--- src/rtl/mig_ui_adapter.sv ---
// Single-outstanding bridge from a 128-bit cache-line request port to the MIG DDR3 app_* user interface.
// One line per request: write = command + one write-data beat, read = command + one captured read beat.
module mig_ui_adapter #(
  parameter int unsigned ADDR_W  = 28,
  parameter int unsigned DATA_W  = 128,
  parameter int unsigned TIMEOUT = 1024
) (
  input  logic                clk_core,
  input  logic                reset_n,
  input  logic                req_valid,
  output logic                req_ready,
  input  logic                req_write,
  input  logic [ADDR_W-1:0]   req_addr,
  input  logic [DATA_W-1:0]   req_wdata,
  input  logic [DATA_W/8-1:0] req_wmask,
  output logic                resp_valid,
  input  logic                resp_ready,
  output logic                resp_write,
  output logic [DATA_W-1:0]   resp_rdata,
  output logic                err,
  input  logic                init_calib_complete,
  output logic [ADDR_W-1:0]   app_addr,
  output logic [2:0]          app_cmd,
  output logic                app_en,
  input  logic                app_rdy,
  output logic [DATA_W-1:0]   app_wdf_data,
  output logic [DATA_W/8-1:0] app_wdf_mask,
  output logic                app_wdf_wren,
  output logic                app_wdf_end,
  input  logic                app_wdf_rdy,
  input  logic [DATA_W-1:0]   app_rd_data,
  input  logic                app_rd_data_valid,
  input  logic                app_rd_data_end
);

  localparam int unsigned MASK_W = DATA_W / 8;
  localparam int unsigned CNT_W  = (TIMEOUT > 2) ? $clog2(TIMEOUT) : 1;
  localparam logic [2:0]  CMD_WR = 3'b000;
  localparam logic [2:0]  CMD_RD = 3'b001;

  typedef enum logic [2:0] {INIT, IDLE, WR, RD_CMD, RD_WAIT, RESP} state_t;

  state_t              state, state_nxt;
  logic                req_ready_nxt, resp_valid_nxt, resp_write_nxt, err_nxt;
  logic [DATA_W-1:0]   resp_rdata_nxt;
  logic [ADDR_W-1:0]   app_addr_nxt;
  logic [2:0]          app_cmd_nxt;
  logic                app_en_nxt, app_wdf_wren_nxt, app_wdf_end_nxt;
  logic [DATA_W-1:0]   app_wdf_data_nxt;
  logic [MASK_W-1:0]   app_wdf_mask_nxt;
  logic [CNT_W-1:0]    cnt, cnt_nxt;
  logic                cmd_done, cmd_done_nxt, wdf_done, wdf_done_nxt;

  // Line-aligned address: the low nibble is always a full-line offset.
  logic unused_addr_lsb;
  assign unused_addr_lsb = ^req_addr[3:0];

  // Next-state and next-output logic; every output is registered below.
  always_comb begin
    state_nxt        = state;
    req_ready_nxt    = 1'b0;
    resp_valid_nxt   = resp_valid;
    resp_write_nxt   = resp_write;
    resp_rdata_nxt   = resp_rdata;
    err_nxt          = err;
    app_addr_nxt     = app_addr;
    app_cmd_nxt      = app_cmd;
    app_en_nxt       = app_en;
    app_wdf_data_nxt = app_wdf_data;
    app_wdf_mask_nxt = app_wdf_mask;
    app_wdf_wren_nxt = app_wdf_wren;
    app_wdf_end_nxt  = app_wdf_end;
    cnt_nxt          = cnt;
    cmd_done_nxt     = cmd_done;
    wdf_done_nxt     = wdf_done;

    case (state)
      INIT: begin
        if (init_calib_complete) state_nxt = IDLE;
      end
      IDLE: begin
        if (req_valid && req_ready) begin
          app_addr_nxt = {1'b0, req_addr[ADDR_W-1:4], 3'b000};
          app_en_nxt   = 1'b1;
          cmd_done_nxt = 1'b0;
          wdf_done_nxt = 1'b0;
          if (req_write) begin
            state_nxt        = WR;
            app_cmd_nxt      = CMD_WR;
            app_wdf_data_nxt = req_wdata;
            app_wdf_mask_nxt = ~req_wmask;
            app_wdf_wren_nxt = 1'b1;
            app_wdf_end_nxt  = 1'b1;
          end else begin
            state_nxt   = RD_CMD;
            app_cmd_nxt = CMD_RD;
          end
        end else if (!init_calib_complete) begin
          state_nxt = INIT;
        end
      end
      WR: begin
        // Command and data handshakes finish independently; done flags remember each.
        if (app_en && app_rdy) begin
          app_en_nxt   = 1'b0;
          cmd_done_nxt = 1'b1;
        end
        if (app_wdf_wren && app_wdf_rdy) begin
          app_wdf_wren_nxt = 1'b0;
          app_wdf_end_nxt  = 1'b0;
          wdf_done_nxt     = 1'b1;
        end
        if (cmd_done && wdf_done) begin
          state_nxt      = RESP;
          resp_valid_nxt = 1'b1;
          resp_write_nxt = 1'b1;
        end
      end
      RD_CMD: begin
        if (app_en && app_rdy) begin
          app_en_nxt = 1'b0;
          cnt_nxt    = '0;
          state_nxt  = RD_WAIT;
        end
      end
      RD_WAIT: begin
        if (app_rd_data_valid && app_rd_data_end) begin
          resp_rdata_nxt = app_rd_data;
          resp_write_nxt = 1'b0;
          resp_valid_nxt = 1'b1;
          state_nxt      = RESP;
        end else if (cnt == CNT_W'(TIMEOUT - 1)) begin
          err_nxt        = 1'b1;
          resp_rdata_nxt = '0;
          resp_write_nxt = 1'b0;
          resp_valid_nxt = 1'b1;
          state_nxt      = RESP;
        end else begin
          cnt_nxt = cnt + CNT_W'(1);
        end
      end
      RESP: begin
        if (resp_valid && resp_ready) begin
          resp_valid_nxt = 1'b0;
          state_nxt      = IDLE;
        end
      end
      default: state_nxt = INIT;
    endcase

    // Ready only while settled in IDLE with calibration held.
    req_ready_nxt = (state == IDLE) && (state_nxt == IDLE) && init_calib_complete;
  end

  always_ff @(posedge clk_core or negedge reset_n) begin
    if (!reset_n) begin
      state        <= INIT;
      req_ready    <= 1'b0;
      resp_valid   <= 1'b0;
      resp_write   <= 1'b0;
      resp_rdata   <= '0;
      err          <= 1'b0;
      app_addr     <= '0;
      app_cmd      <= 3'b000;
      app_en       <= 1'b0;
      app_wdf_data <= '0;
      app_wdf_mask <= '0;
      app_wdf_wren <= 1'b0;
      app_wdf_end  <= 1'b0;
      cnt          <= '0;
      cmd_done     <= 1'b0;
      wdf_done     <= 1'b0;
    end else begin
      state        <= state_nxt;
      req_ready    <= req_ready_nxt;
      resp_valid   <= resp_valid_nxt;
      resp_write   <= resp_write_nxt;
      resp_rdata   <= resp_rdata_nxt;
      err          <= err_nxt;
      app_addr     <= app_addr_nxt;
      app_cmd      <= app_cmd_nxt;
      app_en       <= app_en_nxt;
      app_wdf_data <= app_wdf_data_nxt;
      app_wdf_mask <= app_wdf_mask_nxt;
      app_wdf_wren <= app_wdf_wren_nxt;
      app_wdf_end  <= app_wdf_end_nxt;
      cnt          <= cnt_nxt;
      cmd_done     <= cmd_done_nxt;
      wdf_done     <= wdf_done_nxt;
    end
  end

endmodule
--- config.mk ---
export PLATFORM = sky130hd
export DESIGN_NAME = mig_ui_adapter
export DESIGN_NICKNAME = d
export VERILOG_FILES = /design/src/rtl/mig_ui_adapter.sv
export SDC_FILE = /design/constraint.sdc
export NUM_CORES = 1
export LEC_CHECK = 0
export CAP_MARGIN = 30
export CORE_AREA = 2 2 242 244
export DETAILED_ROUTE_END_ITERATION = 16
export DIE_AREA = 0 0 244 246
export GPL_TIMING_DRIVEN = 0
export PLACE_DENSITY = 0.51
export SLEW_MARGIN = 40
export SYNTH_ARGS = -nofsm -noshare
export SYNTH_HDL_FRONTEND = slang
export SYNTH_SLANG_ARGS = --single-unit
--- constraint.sdc ---
create_clock -name clk_core -period 1.67 [get_ports clk_core]
set_input_delay 0.167 -clock clk_core [delete_from_list [all_inputs] [get_ports clk_core]]
set_output_delay 0.167 -clock clk_core [all_outputs]
set_load 0.1 [all_outputs]
==> summary.md, run 1 <==
| Metric | Value |
|---|---|
| Via count normalized by instance count | roughly 4.1 |
| Fraction of layout instances using a drive strength above 1 | a little over two fifths |
| Filler cells | between 5000 and 6000 |
| Library cell with the highest instance count after synthesis | sky130_fd_sc_hd__dfrtp_1 |
| Leading cell types by count after synthesis | sky130_fd_sc_hd__dfrtp_1 (318), sky130_fd_sc_hd__mux2_2 (153), sky130_fd_sc_hd__a22o_1 (128) |
| Total CTS buffers | 40 |
| Combinational family with the most area after synthesis | multiplexers |
| Net switching power figure | 4.75 mW |
| Layout Skew | 24.1 ps |
| Syn Inst Count | 787 |
| Adder and majority cell fraction of the synthesized area | less than 1% |
| Proportion of power drawn by flip-flops and latches | a little over two fifths |
| FMAX | about 0.54 GHz |
| Number of design-rule violations left by the first detailed-router iteration | around 330 |
| Design Power | between 15 and 20 mW |
| Clk Tree Root Cell | sky130_fd_sc_hd__clkbuf_16 |
| Slowest stage cell on the critical path | sky130_fd_sc_hd__or3b_4 |
| DIE AREA | approximately 60000 µm² |
| End of the worst register-to-register path | resp_rdata[102]$_DFFE_PN0P_ |
| Async set-reset flop share out of synthesis | 100% |
| Switching part of the total power | roughly 26% |
| Critical path type | reg -> reg |
| Critical Path, Cell by Cell | buf_6 > or3b_4 > nor2_4 > a21oi_4 > buf_12 > buf_8 > a22o_1 |
| Placed Cells | approximately 2200 |
| Largest stage delay on the critical path | around 410 ps |
| Area delta synth->final | 64.8% |
| Yosys top cell area share | approximately 66% |
| Mux cell area share after synthesis | 14.5% |
| Max IR drop VDD | between 500 and 600 µV |
| Crit path max fanout | 10 |
| Clock latency on the worst-skew pair | 550 ps |
| Gr usage total | between 10 and 15% |
| Number of warnings printed during yosys synthesis | 0 |
| Number of unique standard cell types used by synthesis | 53 |
| Count of clock tree sinks | between 300 and 400 |
| Xor-xnor portion of the synthesized cell area | 0% |
| Top-level port count | between 600 and 700 |
| Wire length of the first global-routing pass | about 66000 µm |
| Via count of the first global-routing pass | about 10000 |
| Worst hold slack | 154 ps |
| Number of standard cells in the layout, taps in and fillers out | approximately 2300 |
| Final number of setup-violating endpoints | approximately 230 |
| Largest area contributor in the netlist | sky130_fd_sc_hd__dfrtp_1 |
| FF-to-FF setup slack | -180 ps |
| Startpoint type of the worst setup path | flip-flop |
| Area of the core | roughly 57000 µm² |
| Setup repair after global routing missed its margin | true |
| Flip-flop and latch count after synthesis | 318 |
| Minimum setup slack in the final design | -176 ps |
| Area fraction in compound gates after synthesis | 12.4% |
| Die outline width | ~240 µm |
| Portion of the clock cycle consumed by the worst path in the final layout | 111% |
| Clock tree from TritonCTS | yes |
| Summed instance area of the synthesized netlist | roughly 12000 µm² |
| Number of hold violations in the final report | 0 |
| Routability congestion estimate | approximately 0.79 |
| Combinational cell fraction of total power | a little under an eighth |
| Slew at the pin closest to its max-slew limit | between 500 and 600 ps |
| Final core area utilization | between 30 and 40% |
| Final TNS setup | -26140 ps |
| Sequential element share of the synthesized area | between 60% and 70% |
| Leakage power summed over all cells | 10.3 nW |
| Net total in the final layout | 1788 |
| Number of port buffers | between 600 and 700 |
| Violations in the final reports | negative setup slack |
| Starting Density | about a fifth |
| Top post-synthesis cells by area | sky130_fd_sc_hd__dfrtp_1 (66%), sky130_fd_sc_hd__mux2_2 (14%), sky130_fd_sc_hd__a22o_1 (9.3%) |
| Number of pins exceeding their max-slew limit in the final report | 0 |
| Required time at the endpoint of the critical path | ~2100 ps |
| Height of the die | between 200 and 250 µm |
| Worst slew slack as a fraction of its limit | 61.2% |
| Routed vias | around 9400 |
| Synth Area in Simple Gates | under 10% |
| Clock share of power | a little under half |
| CTS H-tree lvls | 2 |
| Number of routed nets with antenna violations | 0 |
| Number of max-capacitance violations reported | 0 |
| Number of cell instances on the worst register-to-register path | 7 |
| Clock Path Buffers | 3 |
| Sum of net half-perimeters after detailed placement | roughly 33000 µm |
| Clock transition at path regs | about 50 ps |
| Global route overflow | 0 |
| Site Rows | around 90 |
| Commonest register cell after synthesis | sky130_fd_sc_hd__dfrtp_1 |
| Design internal power | 13.7 mW |
| Outcome | finished with violations |
| Largest net degree at the start of global routing | between 70 and 80 |
| Hold/Removal Path Class | in -> async |
| Areal power density over the cells | between 900 and 1000 nW/µm² |
| Number of synthesized flops with an enable pin | 0 |
| Minimum clock period after layout | about 1800 ps |
| Crit. End Element | flip-flop |
| DRC | 0 |
| Launching point of the worst reg2reg path | state[0]$_DFF_PN0_ |
| Detailed Route WL | roughly 44000 µm |
| Antenna violations before repair | 1 |
| Average detailed-routed wire length per instance | ~20 µm |
| Data arrival time at the worst-slack endpoint | 2260 ps |
| First-pass iteration count of the detailed router | 4 |
| Average cell area after synthesis | about 15 µm² |
critical path: cells and delay by family (launching register included):
family	cells	cell delay (ps)
DFF	1	380
and+or+nand+nor	2	560
AOI/OAI and AO/OA	2	300
buffers and inverters	3	450
how the worst max path moves through the flow:
stage                                    from                             to  slack (ps)  cells after the start
after global placement                reset_n             app_en$_DFFE_PN0P_      -16840                      1
final                      state[0]$_DFF_PN0_    resp_rdata[102]$_DFFE_PN0P_        -180                      7
after CTS                  state[0]$_DFF_PN0_     resp_rdata[79]$_DFFE_PN0P_        -210                      7
after detailed placement      app_rd_data_end     resp_rdata[58]$_DFFE_PN0P_        -590                      6
after global routing       state[2]$_DFF_PN0_   app_wdf_data[87]$_DFFE_PN0P_        -250                      7
after floorplan           req_ready$_DFF_PN0_  app_wdf_data[110]$_DFFE_PN0P_         -90                      6
final cells by class:
cell class,count,area (µm²),share of cell area (%)
timing repair buffer,646,5170,26.1
inverter,5,18.8,0.0947
clock buffer,59,1150,5.82
sequential,318,7970,40.2
clock inverter,9,105,0.530
buffer,56,658,3.32
antenna,1,2.50,0.0126
tap,765,957,4.83
multi-input combinational,410,3790,19.1
state kept, by name, indices dropped and copies added, names as in the netlist, 3 cells and up:
signal	count
resp_rdata	128
app_wdf_mask	16
app_addr	24
cnt	10
state	3
app_wdf_data	128
power by group through the flow:
stage               logic (mW)  registers [mW]  clock network, mW
floorplan                0.194            8.91                  0
global placement          2.26            8.05                  0
detailed placement        2.19            8.04                  0
CTS                       2.21            7.90               8.78
global route              2.28            7.91               9.09
finish                    2.18            7.90               8.41
layer usage:
layer | global-route usage (%) | routed length, µm
met1 | 16.6 | 17400
met2 | 24.7 | 22600
met3 | 4.12 | 2950
met4 | 5.27 | 1480
met5 | 0 | 11
stage by stage:
step           cell area (µm²)  setup WS (ps)
2_1_floorplan            12100          -86.0
3_3_place_gp             19200         -16840
3_5_place_dp             17800           -585
4_1_cts                  19700           -214
5_1_grt                  19800           -253
6_report                 19800           -176
placed cells by master (no fill, tap or decap), types with 11 or more instances in the layout:
master,instances
sky130_fd_sc_hd__clkdlybuf4s50_1,304
sky130_fd_sc_hd__o21ai_0,19
sky130_fd_sc_hd__buf_12,13
sky130_fd_sc_hd__a22o_1,128
sky130_fd_sc_hd__buf_6,24
sky130_fd_sc_hd__mux2_4,12
sky130_fd_sc_hd__mux2_2,141
sky130_fd_sc_hd__nand2_1,26
sky130_fd_sc_hd__buf_8,11
sky130_fd_sc_hd__buf_4,27
sky130_fd_sc_hd__dfrtp_1,314
sky130_fd_sc_hd__clkbuf_1,12
sky130_fd_sc_hd__buf_2,303
sky130_fd_sc_hd__clkbuf_16,42
repair_timing:
item                                   CTS  global route
endpoints found under the hold margin  156             0
cloned                                   6             1
gates resized for setup                 85            21
setup buffers                           23             2
hold buffers                             1             0
pin swaps                                7            14
setup endpoints to repair              294           276
cell families after synthesis:
kind of cell / after synthesis
DFF: 318
muxes: 155
buffers and inverters: 64
and+or+nand+nor: 66
AOI/OAI and AO/OA: 182
adders and majority gates: 1
other: 1
Note: power is estimated with default switching activity, not from simulation.
==> inputs of run 2 (changes only) <==
--- a/config.mk
+++ b/config.mk
@@ -7,6 +7,7 @@
 export LEC_CHECK = 0
 export CAP_MARGIN = 30
 export CORE_AREA = 2 2 242 244
+export CTS_CLUSTER_SIZE = 10
 export DETAILED_ROUTE_END_ITERATION = 16
 export DIE_AREA = 0 0 244 246
 export GPL_TIMING_DRIVEN = 0
==> run 2 against run 1 <==
  * Sequential share of layout area up 0.082 points
  * Worst setup slack worse by 11 ps
  * Fmax down 0.57%
  * Critical path depth unchanged
  * Combinational power about the same
  * Critical endpoint unchanged
  * Sequential power about the same
  * Flip-flop and latch count unchanged
  * Register-to-register slack about the same
  * Cell count down 0.18%
  * The flow still finishes with violations (negative setup slack)
  * Die area unchanged
==> summary.md, run 2 (synthesized netlist as in run 1, its figures left out) <==
| Metric | Value |
|---|---|
| Global route overflow | 0 |
| Site Rows | between 80 and 90 |
| Final core area utilization | 34.5% |
| Top-level port count | 620 |
| Crit. End Element | flip-flop |
| Minimum setup slack in the final design | -187 ps |
| Portion of the clock cycle consumed by the worst path in the final layout | 111% |
| DIE AREA | between 60000 and 70000 µm² |
| Number of standard cells in the layout, taps in and fillers out | between 2000 and 2500 |
| Final number of setup-violating endpoints | roughly 220 |
| Average detailed-routed wire length per instance | approximately 20 µm |
| Critical Path, Cell by Cell | buf_6 > or3b_4 > nor2_4 > a21oi_4 > buf_12 > buf_8 > a22o_1 |
| FMAX | between 0.5 and 0.6 GHz |
| Total CTS buffers | 40 |
| Violations in the final reports | negative setup slack |
| Number of design-rule violations left by the first detailed-router iteration | 300 |
| Required time at the endpoint of the critical path | around 2100 ps |
| Hold/Removal Path Class | in -> async |
| Layout Skew | about 26 ps |
| Most common cell after layout, fill and taps aside | sky130_fd_sc_hd__dfrtp_1 |
| Via count normalized by instance count | between 4 and 5 |
| Largest net degree at the start of global routing | 71 |
| Worst hold slack | around 160 ps |
| Area used by multi-input combinational logic | ~3800 µm² |
| Critical path type | reg -> reg |
| Largest regs | app_wdf_data (128), resp_rdata (128), app_addr (24) |
| Area of the core | roughly 57000 µm² |
| Via count of the first global-routing pass | about 10000 |
| Slew at the pin closest to its max-slew limit | just under 600 ps |
| Filler cells | approximately 5700 |
| Clock latency on the worst-skew pair | around 550 ps |
| Routability congestion estimate | a little under 0.8 |
| Clock Path Buffers | 3 |
| Post-DP Area | around 18000 µm² |
| Count of clock tree sinks | roughly 320 |
| Sum of net half-perimeters after detailed placement | roughly 33000 µm |
| Worst slew slack as a fraction of its limit | approximately three fifths |
| Placed Cells | around 2200 |
| Starting Density | 21.0% |
| Most frequent cells in the layout | sky130_fd_sc_hd__dfrtp_1 (314), sky130_fd_sc_hd__clkdlybuf4s50_1 (304), sky130_fd_sc_hd__buf_2 (302) |
| Outcome | finished with violations |
| Number of pins exceeding their max-slew limit in the final report | 0 |
| Clk Tree Root Cell | sky130_fd_sc_hd__clkbuf_16 |
| Areal power density over the cells | a little over 900 nW/µm² |
| Max IR drop VDD | 570 µV |
| Number of max-capacitance violations reported | 0 |
| Crit path max fanout | 10 |
| Number of port buffers | about 610 |
| Clock tree from TritonCTS | yes |
| Antenna violations before repair | 1 |
| Routed vias | about 9400 |
| Setup repair after global routing missed its margin | true |
| Number of routed nets with antenna violations | 0 |
| DRC | 0 |
| Wire length of the first global-routing pass | about 66000 µm |
| Data arrival time at the worst-slack endpoint | ~2300 ps |
| Detailed Route WL | between 40000 and 50000 µm |
| Slowest stage cell on the critical path | sky130_fd_sc_hd__or3b_4 |
| Largest stage delay on the critical path | 410 ps |
| Minimum clock period after layout | ~1900 ps |
| Area delta synth->final | 64.5% |
| Net total in the final layout | between 1500 and 2000 |
| Fraction of layout instances using a drive strength above 1 | 42.3% |
| Clock transition at path regs | approximately 60 ps |
| Gr usage total | about 14% |
| Number of hold violations in the final report | 0 |
| Post-route cell area | roughly 20000 µm² |
| Startpoint type of the worst setup path | flip-flop |
| CTS H-tree lvls | 2 |
| Category of cells accounting for the largest share of critical-path delay | simple AND/OR/NAND/NOR gates |
| Height of the die | ~250 µm |
| FF+latch area | approximately 8000 µm² |
| Leakage power summed over all cells | between 10 and 15 nW |
| Die outline width | around 240 µm |
| First-pass iteration count of the detailed router | 5 |
| Number of buffer and inverter stages on the critical path | 3 |
[run 2: cell count changes in the layout (fill, tap and decap cells not counted), sizes merged]
cell    delta
bufbuf     +3
clkinv     -4
bufinv     -1
clkbuf     -3
buf        +1
[run 2: per-stage QoR]
| stage | total power [mW] | setup slack [ps] | setup TNS (ps) |
|---|---|---|---|
| after floorplan | 9.11 | -86.0 | -11060 |
| after global placement | 10.3 | -16840 | -4677070 |
| after detailed placement | 10.2 | -585 | -93030 |
| after CTS | 18.7 | -213 | -35410 |
| after global routing | 19.0 | -262 | -49740 |
| final | 18.3 | -187 | -30180 |
[run 2: final timing paths]
check | from | end | slack, ps | depth (start not counted)
setup / recovery | state[0]$_DFF_PN0_ | resp_rdata[102]$_DFFE_PN0P_ | -190 | 7
hold / removal | reset_n | app_wdf_data[7]$_DFFE_PN0P_ | 160 | 2
setup reg to reg | state[0]$_DFF_PN0_ | resp_rdata[102]$_DFFE_PN0P_ | -190 | 7
hold reg to reg | err$_DFFE_PN0P_ | err$_DFFE_PN0P_ | 470 | 1
max in group asynchronous | reset_n | resp_rdata[41]$_DFFE_PN0P_ | 390 | 4
min in group clk_core | req_wmask[11] | app_wdf_mask[11]$_DFFE_PN0P_ | 190 | 2
[run 2: layout make-up]
class | count | share of cell area [%]
well taps | 765 | 4.84
diodes | 1 | 0.0127
clock inverters | 4 | 0.278
inverters | 5 | 0.0949
multi-input cells | 410 | 19.0
flip-flops and latches | 318 | 40.3
clock buffers | 59 | 5.83
plain buffers | 56 | 3.42
repair buffers | 647 | 26.2
[run 2: worst reg2reg max path, delay by kind of cell, from the launching register on]
| family | cells | cell delay [ps] |
|---|---|---|
| DFF | 1 | 380 |
| and+or+nand+nor | 2 | 560 |
| AOI/OAI and AO/OA | 2 | 300 |
| buffers and inverters | 3 | 470 |
[run 2: layer usage]
metal	track usage [%]	vias to the layer above	wire length [µm]
li1	-	4283	-
met2	24.7	346	22300
met3	4.28	85	3200
met1	16.5	4699	17200
met4	5.45	2	1500
met5	0	-	11
[run 2: timing repair]
action	4_1_cts	5_1_grt
gates resized for setup	86	14
hold buffers	1	0
pin swaps	7	4
hold endpoints to repair	152	0
gates cloned	8	0
setup endpoints to repair	294	279
buffers inserted	23	2
[run 2: report_power, final]
group	internal [mW]	switching [mW]	leakage (nW)	total, mW
clock network	4.89	3.30	0.586	8.19
logic	0.837	1.34	5.33	2.18
registers	7.83	0.0687	4.34	7.90
total	13.6	4.71	10.3	18.3
